--- src/rtl/split_sweep_ctrl_if.sv ---
// Handshake and result bundle between the sweep sequencer and its host/checker.
// The master side is the sequencer. The slave side is the host that drives
// start/abort and the split checker that returns sat_i.
interface split_sweep_ctrl_if #(
   parameter int W = 8
);
   logic         start;
   logic         abort;
   logic         sat_i;
   logic [W-1:0] assign_o;
   logic         busy;
   logic         done;
   logic [W:0]   sat_count;
   logic [W-1:0] first_sat;
   logic         first_valid;
   logic         all_sat;

   modport master (
      input  start, abort, sat_i,
      output assign_o, busy, done, sat_count, first_sat, first_valid, all_sat
   );

   modport slave (
      output start, abort, sat_i,
      input  assign_o, busy, done, sat_count, first_sat, first_valid, all_sat
   );
endinterface

--- src/rtl/split_sweep_ctrl.sv ---
// Exhaustive sweep sequencer for a combinational split-constraint checker.
// It presents every W-bit assignment once, in ascending order. It counts the
// satisfying assignments and records the lowest one. A sweep completes 2^W+1
// cycles after start is accepted.
module split_sweep_ctrl #(
   parameter int W = 8
) (
   input  logic               clk,
   input  logic               rst,
   split_sweep_ctrl_if.master bus
);
   typedef enum logic [1:0] {IDLE, SWEEP, DONE} state_t;

   // 2^W needs the extra count bit; all-ones marks the terminal assignment.
   localparam logic [W:0]   FULL_COUNT = {1'b1, {W{1'b0}}};
   localparam logic [W-1:0] LAST_ASSIGN = '1;

   state_t       state;
   logic [W-1:0] assign_r;
   logic         busy_r;
   logic         done_r;
   logic [W:0]   count_r;
   logic [W-1:0] first_r;
   logic         first_valid_r;
   logic         all_sat_r;
   logic [W:0]   count_next;

   // Running count including the current sample; feeds both the count and the tautology flag.
   always_comb begin
      count_next = count_r + {{W{1'b0}}, bus.sat_i};
   end

   // Sweep FSM. busy/done are registered decodes of the next state.
   always_ff @(posedge clk or posedge rst) begin
      if (rst) begin
         state         <= IDLE;
         assign_r      <= '0;
         busy_r        <= 1'b0;
         done_r        <= 1'b0;
         count_r       <= '0;
         first_r       <= '0;
         first_valid_r <= 1'b0;
         all_sat_r     <= 1'b0;
      end else begin
         case (state)
            IDLE: begin
               done_r <= 1'b0;
               // start beats a simultaneous abort because abort is not looked at here.
               if (bus.start) begin
                  state         <= SWEEP;
                  busy_r        <= 1'b1;
                  assign_r      <= '0;
                  count_r       <= '0;
                  first_r       <= '0;
                  first_valid_r <= 1'b0;
                  all_sat_r     <= 1'b0;
               end
            end
            SWEEP: begin
               if (bus.abort) begin
                  // The current sample is dropped and the partial results are kept.
                  state  <= IDLE;
                  busy_r <= 1'b0;
               end else begin
                  count_r <= count_next;
                  if (bus.sat_i && !first_valid_r) begin
                     first_r       <= assign_r;
                     first_valid_r <= 1'b1;
                  end
                  // The terminal compare precedes the increment, so assign_o never wraps.
                  if (assign_r == LAST_ASSIGN) begin
                     state     <= DONE;
                     busy_r    <= 1'b0;
                     done_r    <= 1'b1;
                     all_sat_r <= (count_next == FULL_COUNT);
                  end else begin
                     assign_r <= assign_r + 1'b1;
                  end
               end
            end
            DONE: begin
               // start seen here is dropped, not queued.
               state  <= IDLE;
               done_r <= 1'b0;
            end
            default: begin
               state  <= IDLE;
               busy_r <= 1'b0;
               done_r <= 1'b0;
            end
         endcase
      end
   end

   assign bus.assign_o    = assign_r;
   assign bus.busy        = busy_r;
   assign bus.done        = done_r;
   assign bus.sat_count   = count_r;
   assign bus.first_sat   = first_r;
   assign bus.first_valid = first_valid_r;
   assign bus.all_sat     = all_sat_r;
endmodule

--- src/flat_wrapper.sv ---
// flat-port wrapper written by rule: the top's interface ports become plain ports
module split_sweep_ctrl_flat 
#(
   parameter int W = 8
)
  (clk, rst, bus_start, bus_abort, bus_sat_i, bus_assign_o, bus_busy, bus_done, bus_sat_count, bus_first_sat, bus_first_valid, bus_all_sat);
  split_sweep_ctrl_if #(.W(W)) bus_i ();
  input  logic clk;
  input  logic rst;
  input wire logic [$bits(bus_i.start)-1:0] bus_start;
  input wire logic [$bits(bus_i.abort)-1:0] bus_abort;
  input wire logic [$bits(bus_i.sat_i)-1:0] bus_sat_i;
  output wire logic [$bits(bus_i.assign_o)-1:0] bus_assign_o;
  output wire logic [$bits(bus_i.busy)-1:0] bus_busy;
  output wire logic [$bits(bus_i.done)-1:0] bus_done;
  output wire logic [$bits(bus_i.sat_count)-1:0] bus_sat_count;
  output wire logic [$bits(bus_i.first_sat)-1:0] bus_first_sat;
  output wire logic [$bits(bus_i.first_valid)-1:0] bus_first_valid;
  output wire logic [$bits(bus_i.all_sat)-1:0] bus_all_sat;
  assign bus_i.start = bus_start;
  assign bus_i.abort = bus_abort;
  assign bus_i.sat_i = bus_sat_i;
  assign bus_assign_o = bus_i.assign_o;
  assign bus_busy = bus_i.busy;
  assign bus_done = bus_i.done;
  assign bus_sat_count = bus_i.sat_count;
  assign bus_first_sat = bus_i.first_sat;
  assign bus_first_valid = bus_i.first_valid;
  assign bus_all_sat = bus_i.all_sat;
  split_sweep_ctrl #(.W(W)) u_core (.clk(clk), .rst(rst), .bus(bus_i));
endmodule
--- config.mk ---
export PLATFORM = sky130hd
export DESIGN_NAME = split_sweep_ctrl_flat
export DESIGN_NICKNAME = d
export VERILOG_FILES = /design/src/rtl/split_sweep_ctrl_if.sv /design/src/rtl/split_sweep_ctrl.sv /design/src/flat_wrapper.sv
export SDC_FILE = /design/constraint.sdc
export NUM_CORES = 1
export LEC_CHECK = 0
export CAP_MARGIN = 25
export CORE_MARGIN = 3
export CORE_UTILIZATION = 40
export CTS_CLUSTER_DIAMETER = 120
export CTS_CLUSTER_SIZE = 14
export DETAILED_ROUTE_END_ITERATION = 16
export PLACE_DENSITY = 0.66
export SETUP_SLACK_MARGIN = 0.05
export SYNTH_ARGS = -nofsm -noshare
export SYNTH_HDL_FRONTEND = slang
export SYNTH_SLANG_ARGS = --single-unit
--- constraint.sdc ---
create_clock -name clk -period 6.1 [get_ports clk]
set_clock_uncertainty 0.2 [all_clocks]
set_input_delay 1.22 -clock clk [delete_from_list [all_inputs] [get_ports clk]]
set_output_delay 1.22 -clock clk [all_outputs]
set_load 0.02 [all_outputs]
======== Word-level counts from Yosys, hierarchy flattened ========
Index checks and enable logic that the tools add are counted.
operators by class
  add/subtract/negate cells ............... 2
  multiply operators ...................... 0
  div/mod/pow operators ................... 0
  reductions and logical operators ........ 11
  muxes and demuxes ....................... 28
  bitwise gates (word level) .............. 1
  shift-type cells ........................ 0
  equal/unequal tests ..................... 10
  magnitude comparators ................... 0
operators with widths
  kind                                                   count
  2-to-1 mux 8 bit                                       5
  case mux 8 bit (2 select lines)                        2
  2-to-1 mux 9 bit                                       2
  case mux 9 bit (2 select lines)                        1
  AND reduction 4 bit                                    3
  2-to-1 mux 1 bit                                       11
  adder 9 x 1 -> 9 bit                                   1
  == test 9 bit, second input constant                   1
  adder 8 x 1 -> 8 bit, second input constant            1
  == test 8 bit, second input constant                   1
  2-to-1 mux 2 bit                                       3
  inequality test 2 bit, second input constant           3
  AND reduction 3 bit                                    2
  inequality test 2 x 1 -> 1 bit, second input constant  2
  case mux 1 bit (2 select lines)                        2
  case mux 2 bit (2 select lines)                        1
  AND reduction 2 bit                                    2
  inequality test 3 x 2 -> 1 bit, second input constant  1
  case mux 1 bit (3 select lines)                        1
  == test 2 x 1 -> 1 bit, second input constant          1
  == test 2 bit, second input constant                   1
  zero test 2 bit                                        1
  nonzero test 2 bit                                     1
  logical AND 1 bit                                      1
  2 further kinds                                        2
storage, ports and cells
  memory bits (writable) .................. 0
  bits in latches ......................... 0
  ROM bits ................................ 0
  memories ................................ 0
  register bits after elaboration ......... 31

======== Depth between registers and ports, before layout ========
  word-level depth ........................ 5
  mapped depth ............................ 7
  gate-level depth less buffers ........... 6

======== Worst setup path after synthesis ========
Ideal clock, no wire load.
  kind .................................... input-to-reg
  from .................................... in bus_sat_i
  to ...................................... reg u_core.all_sat_r (netlist: u_core.bus.all_sat)
  required time ........................... 5.790 ns
  slack ................................... 3.317 ns
  stages .................................. 6
  buffers on the path ..................... 1
  data arrival time ....................... 2.473 ns
  cell sequence ........................... ha_1 and3_1 clkbuf_1 a2111oi_0 nor3_1 o41ai_1
on the way
  cells in the longest elaborated chain, start to end .. 5
ends and longest elaborated chain
  item                             line                    RTL
  start, declared                  flat_wrapper.sv:12      input wire logic [$bits(bus_i.sat_i)-1:0] bus_sat_i;
  adder 9 x 1 -> 9 bit             split_sweep_ctrl.sv:30  count_next = count_r + {{W{1'b0}}, bus.sat_i};
  == test 9 bit                    split_sweep_ctrl.sv:75  all_sat_r <= (count_next == FULL_COUNT);
  2-to-1 mux 1 bit                 split_sweep_ctrl.sv:71  if (assign_r == LAST_ASSIGN) begin
  2-to-1 mux 1 bit                 split_sweep_ctrl.sv:60  if (bus.abort) begin
  case mux 1 bit (2 select lines)  split_sweep_ctrl.sv:45  case (state)
  end signal, assigned             split_sweep_ctrl.sv:75
  end, declared                    split_sweep_ctrl.sv:25  logic all_sat_r;
Every way passes these cells. The select of a mux whose other input is x is not followed.
A chain may end at the register's enable or synchronous reset.

======== Worst setup path after layout ========
Ends and elaborated chain as after synthesis.

==> results by stage <==
GRT:
- For this run the aggregate overflow at the end of global routing stands at 0.
- The wire length of the first global-routing pass is 6060 um.
- The number of global-route vias before repair is 1226.
- The number of antenna violations at the first check in global routing was 0.
- The global-route total usage across every layer is 17.5%.
- The pin count of the biggest net entering global routing is 32.

Routing:
- The total met2 wirelength after detailed routing is 1590 um.
- After detailed routing, the wire length on met1 is 1660 um.
- The top routing layer in use is met4.
- The DRC violation count after routing is 0.
- The detail route stage leaves a number of antenna-violating nets equal to 0.
- The count of routing violations after the opening detailed-route iteration is 132.
- Dividing the detail-routed wire length by the instance count gives 15.5 um.
- After detailed routing, the number of vias per cell comes to 5.84.
- The number of detailed-routing iterations run before antenna repair is 4.
- The final wirelength is 3550 um.
- Detailed routing inserted a total of 1338 vias.
- After detailed routing, the met3 layer carries 245 um of wire.

CTS:
- The count of H-tree levels built during CTS is 2.
- The maximum number of buffers from clock root to sink is 2.
- Counting every sink on the clock net gives 31.
- The number of post-CTS setup repair buffers is 0.
- Counting the buffers created by CTS gives 5.
- Hold repair after CTS inserted 0 buffers.
- The clock-pin slew of the registers on the worst-case setup and hold paths is 0.07 ns.
- The root buffer cell is sky130_fd_sc_hd__clkbuf_8.
- Gates resized during post-CTS repair numbered 0.
- The CTS tree is done.
- The clock insertion delay at the later pin of the skew report is 0.29 ns.

Synthesis:
- The portion of synthesized cell area occupied by the leading cell type is 50.0%.
- The commonest register cell after synthesis is sky130_fd_sc_hd__dfrtp_1.
- The number of warning messages in the yosys log is 0.
- Summing the sequential cell areas from Yosys gives 50.0% of the chip area.
- The number of register bits inferred by synthesis is 31.
- In the post-synthesis netlist, the biggest area contributors are sky130_fd_sc_hd__dfrtp_1 (50%), sky130_fd_sc_hd__o21ai_0 (4.8%), sky130_fd_sc_hd__a22o_1 (4.5%).
- By count the netlist is led by sky130_fd_sc_hd__dfrtp_1 (31), sky130_fd_sc_hd__o21ai_0 (15), sky130_fd_sc_hd__a21oi_1 (10).
- The unique cell type count in the Yosys netlist is 39.
- The biggest area consumer among synthesized cells is sky130_fd_sc_hd__dfrtp_1.
- The mapped netlist covers 0.00155 mm^2.
- The cell count after synthesis is 149.
- By instance count, the leading cell after synthesis is sky130_fd_sc_hd__dfrtp_1.
- A synthesized cell averages 10.4 um^2.
- For this run, asynchronously set or reset flops after synthesis account for 100%.
- The number of nets produced by synthesis is 157.
- Counting flops with a built-in enable in the synthesized netlist gives 0.

Min path:
- The class of the tightest hold or removal check is flop to flop.
- The startpoint identified for the worst hold timing path is u_core.bus.first_valid.
- Counting instances, the worst hold path has a depth of 1.
- The end point of the most critical hold path is u_core.bus.first_valid.

Cells and area:
- After routing the design area is 0.00198 mm^2.
- The utilization of the core after routing is 56.3%.
- The layout net count is 190.
- 0 antenna diodes ended up in the layout.
- The filler cells instantiated in the layout total 337.
- The layout overhead on the synthesized area is 27.8%.
- The ratio of cells with drive above 1 in the final layout is 8.20%.

Worst setup path:
- Counting cells, the worst reg-to-reg path comes to 4.
- The setup slack on the worst flop-to-flop path is 3.81 ns.
- The slowest stage of the critical path belongs to the cell sky130_fd_sc_hd__clkdlybuf4s50_1.
- Data on the critical path is required at its endpoint by 6.08 ns.
- STA classifies the critical path startpoint as a primary input.
- The critical path arrival is 3.19 ns.
- The endpoint of the worst register-to-register path is u_core.bus.assign_o[5].
- In this design, the critical path's most frequently occurring cell is sky130_fd_sc_hd__ha_1.
- For this run, the slowest stage of the critical path takes 0.48 ns.
- The startpoint identified for the worst register-to-register timing path is u_core.state[0].
- The critical path goes through clkdlybuf4s50_1 -> ha_1 -> ha_1 -> nand4_1 -> a2111oi_0 -> nor3_1 -> o41ai_1.
- The start-to-end type of the worst setup path is primary input to flop.
- The largest driver fanout on the critical path is 6.
- STA classifies the critical path endpoint as a flop.

Floorplanning:
- The effective utilization at floorplan is 44.0%.
- The placeable core region is 0.00352 mm^2.
- In this run the horizontal extent of the chip is 68.3 um.
- The floorplan die height is 68.3 um.
- The floorplan step defined a die boundary enclosing 0.00466 mm^2.
- The number of top-level pins is 34.
- The number of placement rows is 21.

STA:
- Setup repair after global routing left no endpoint under its margin.
- The fmax is 0.312 GHz.
- The count of final hold-check violations is 0.
- The slew of the pin with the lowest slew margin is 0.708 ns.
- The number of endpoints failing setup at the final stage is 0.
- The post-route fraction of the period consumed by the critical path is 52.6%.
- The max-slew headroom at the worst pin is 52.8%.
- The number of slew-limit violations in the final report is 0.
- The clock period could shrink to 3.21 ns.
- The setup TNS after final layout is 0 ns.

Placed design:
- Once placement finished, the instance area stood at 0.00190 mm^2.
- The congestion estimate from routability-driven global placement came to 0.823.
- The count of buffers from port buffering is 33.
- The detailed-placement wirelength estimate is 2510 um.

Status:
- The run finished with clean final reports.

Job:
- The number of maximum-capacitance violations is 0.

Power and ir drop:
- In this run the static leakage power is 0.825 nW.
- The worst IR drop on VDD is 137 uV.
- Power spread over the standard cell area amounts to 257 mW/mm^2.
-- kinds of logic after synthesis --
| kind of cell | count (synthesis) | share of synthesized area [%] |
|---|---|---|
| compound gates | 55 | 24.8 |
| buf+inv | 12 | 3.95 |
| fa+ha+maj | 3 | 2.42 |
| flops | 31 | 50.0 |
| simple gates | 48 | 18.8 |
-- power breakdown --
part           switching, mW  internal (mW)
clock network         0.0742         0.0799
logic                 0.0615         0.0518
registers             0.0209          0.221
total                  0.157          0.353
-- worst max-delay path: cells and delay by family --
| family | cells | cell delay, ns |
|---|---|---|
| compound gates | 2 | 0.71 |
| fa+ha+maj | 2 | 0.48 |
| buf+inv | 1 | 0.48 |
| simple gates | 2 | 0.29 |
-- layout by cell type, fill, tap and decap left out, types with 3 or more instances in the layout --
master,count
sky130_fd_sc_hd__or4_1,3
sky130_fd_sc_hd__nor2_1,8
sky130_fd_sc_hd__dfrtp_1,31
sky130_fd_sc_hd__ha_1,3
sky130_fd_sc_hd__a21oi_1,10
sky130_fd_sc_hd__clkbuf_8,5
sky130_fd_sc_hd__a22o_1,8
sky130_fd_sc_hd__o21ai_0,15
sky130_fd_sc_hd__clkdlybuf4s50_1,33
sky130_fd_sc_hd__or3_1,3
sky130_fd_sc_hd__o31ai_1,5
sky130_fd_sc_hd__o41ai_1,3
sky130_fd_sc_hd__inv_1,4
sky130_fd_sc_hd__nand3_1,8
sky130_fd_sc_hd__nand2_1,8
-- state kept, by name, indices dropped and copies added (netlist names) --
name                    flops
u_core.bus.first_valid      1
u_core.bus.done             1
u_core.bus.assign_o         8
u_core.bus.first_sat        8
u_core.bus.all_sat          1
u_core.bus.sat_count        9
u_core.bus.busy             1
u_core.state                2
-- worst max-delay path by stage --
stage                    endpoint  slack [ns]  cells past startpoint       from
6_report       u_core.bus.all_sat        2.89                      7  bus_sat_i
3_3_place_gp   u_core.bus.all_sat        2.72                      7  bus_sat_i
3_5_place_dp   u_core.bus.all_sat        2.62                      7  bus_sat_i
4_1_cts        u_core.bus.all_sat        2.91                      7  bus_sat_i
5_1_grt        u_core.bus.all_sat        2.64                      7  bus_sat_i
2_1_floorplan  u_core.bus.all_sat        3.32                      6  bus_sat_i
-- stage by stage --
stage / cells / worst slack (ns) / hold slack (ns) / total power [mW]
global placement: 221 / 2.72 / 0.285 / 0.356
global route: 229 / 2.64 / 0.324 / 0.539
detailed placement: 221 / 2.62 / 0.294 / 0.360
CTS: 229 / 2.91 / 0.308 / 0.516
finish: 229 / 2.89 / 0.300 / 0.509
floorplan: 149 / 3.32 / 0.339 / 0.314
-- cell type report --
class / instances / area, um^2 / share of cell area, %
clock buffer: 7 / 76.3 / 3.85
clock inverter: 1 / 5.00 / 0.253
inverter: 4 / 15.0 / 0.758
multi-input combinational: 106 / 713 / 36.0
sequential: 31 / 776 / 39.2
tap: 46 / 57.6 / 2.91
timing repair buffer: 34 / 338 / 17.1
-- per-layer routing --
layer / up-vias / GRT usage (%)
met2: 52 / 23.9
met1: 639 / 25.1
met3: 8 / 6.24
li1: 639 / -
met5: - / 0
met4: 0 / 6.20
Note: power is estimated with default switching activity, not from simulation.
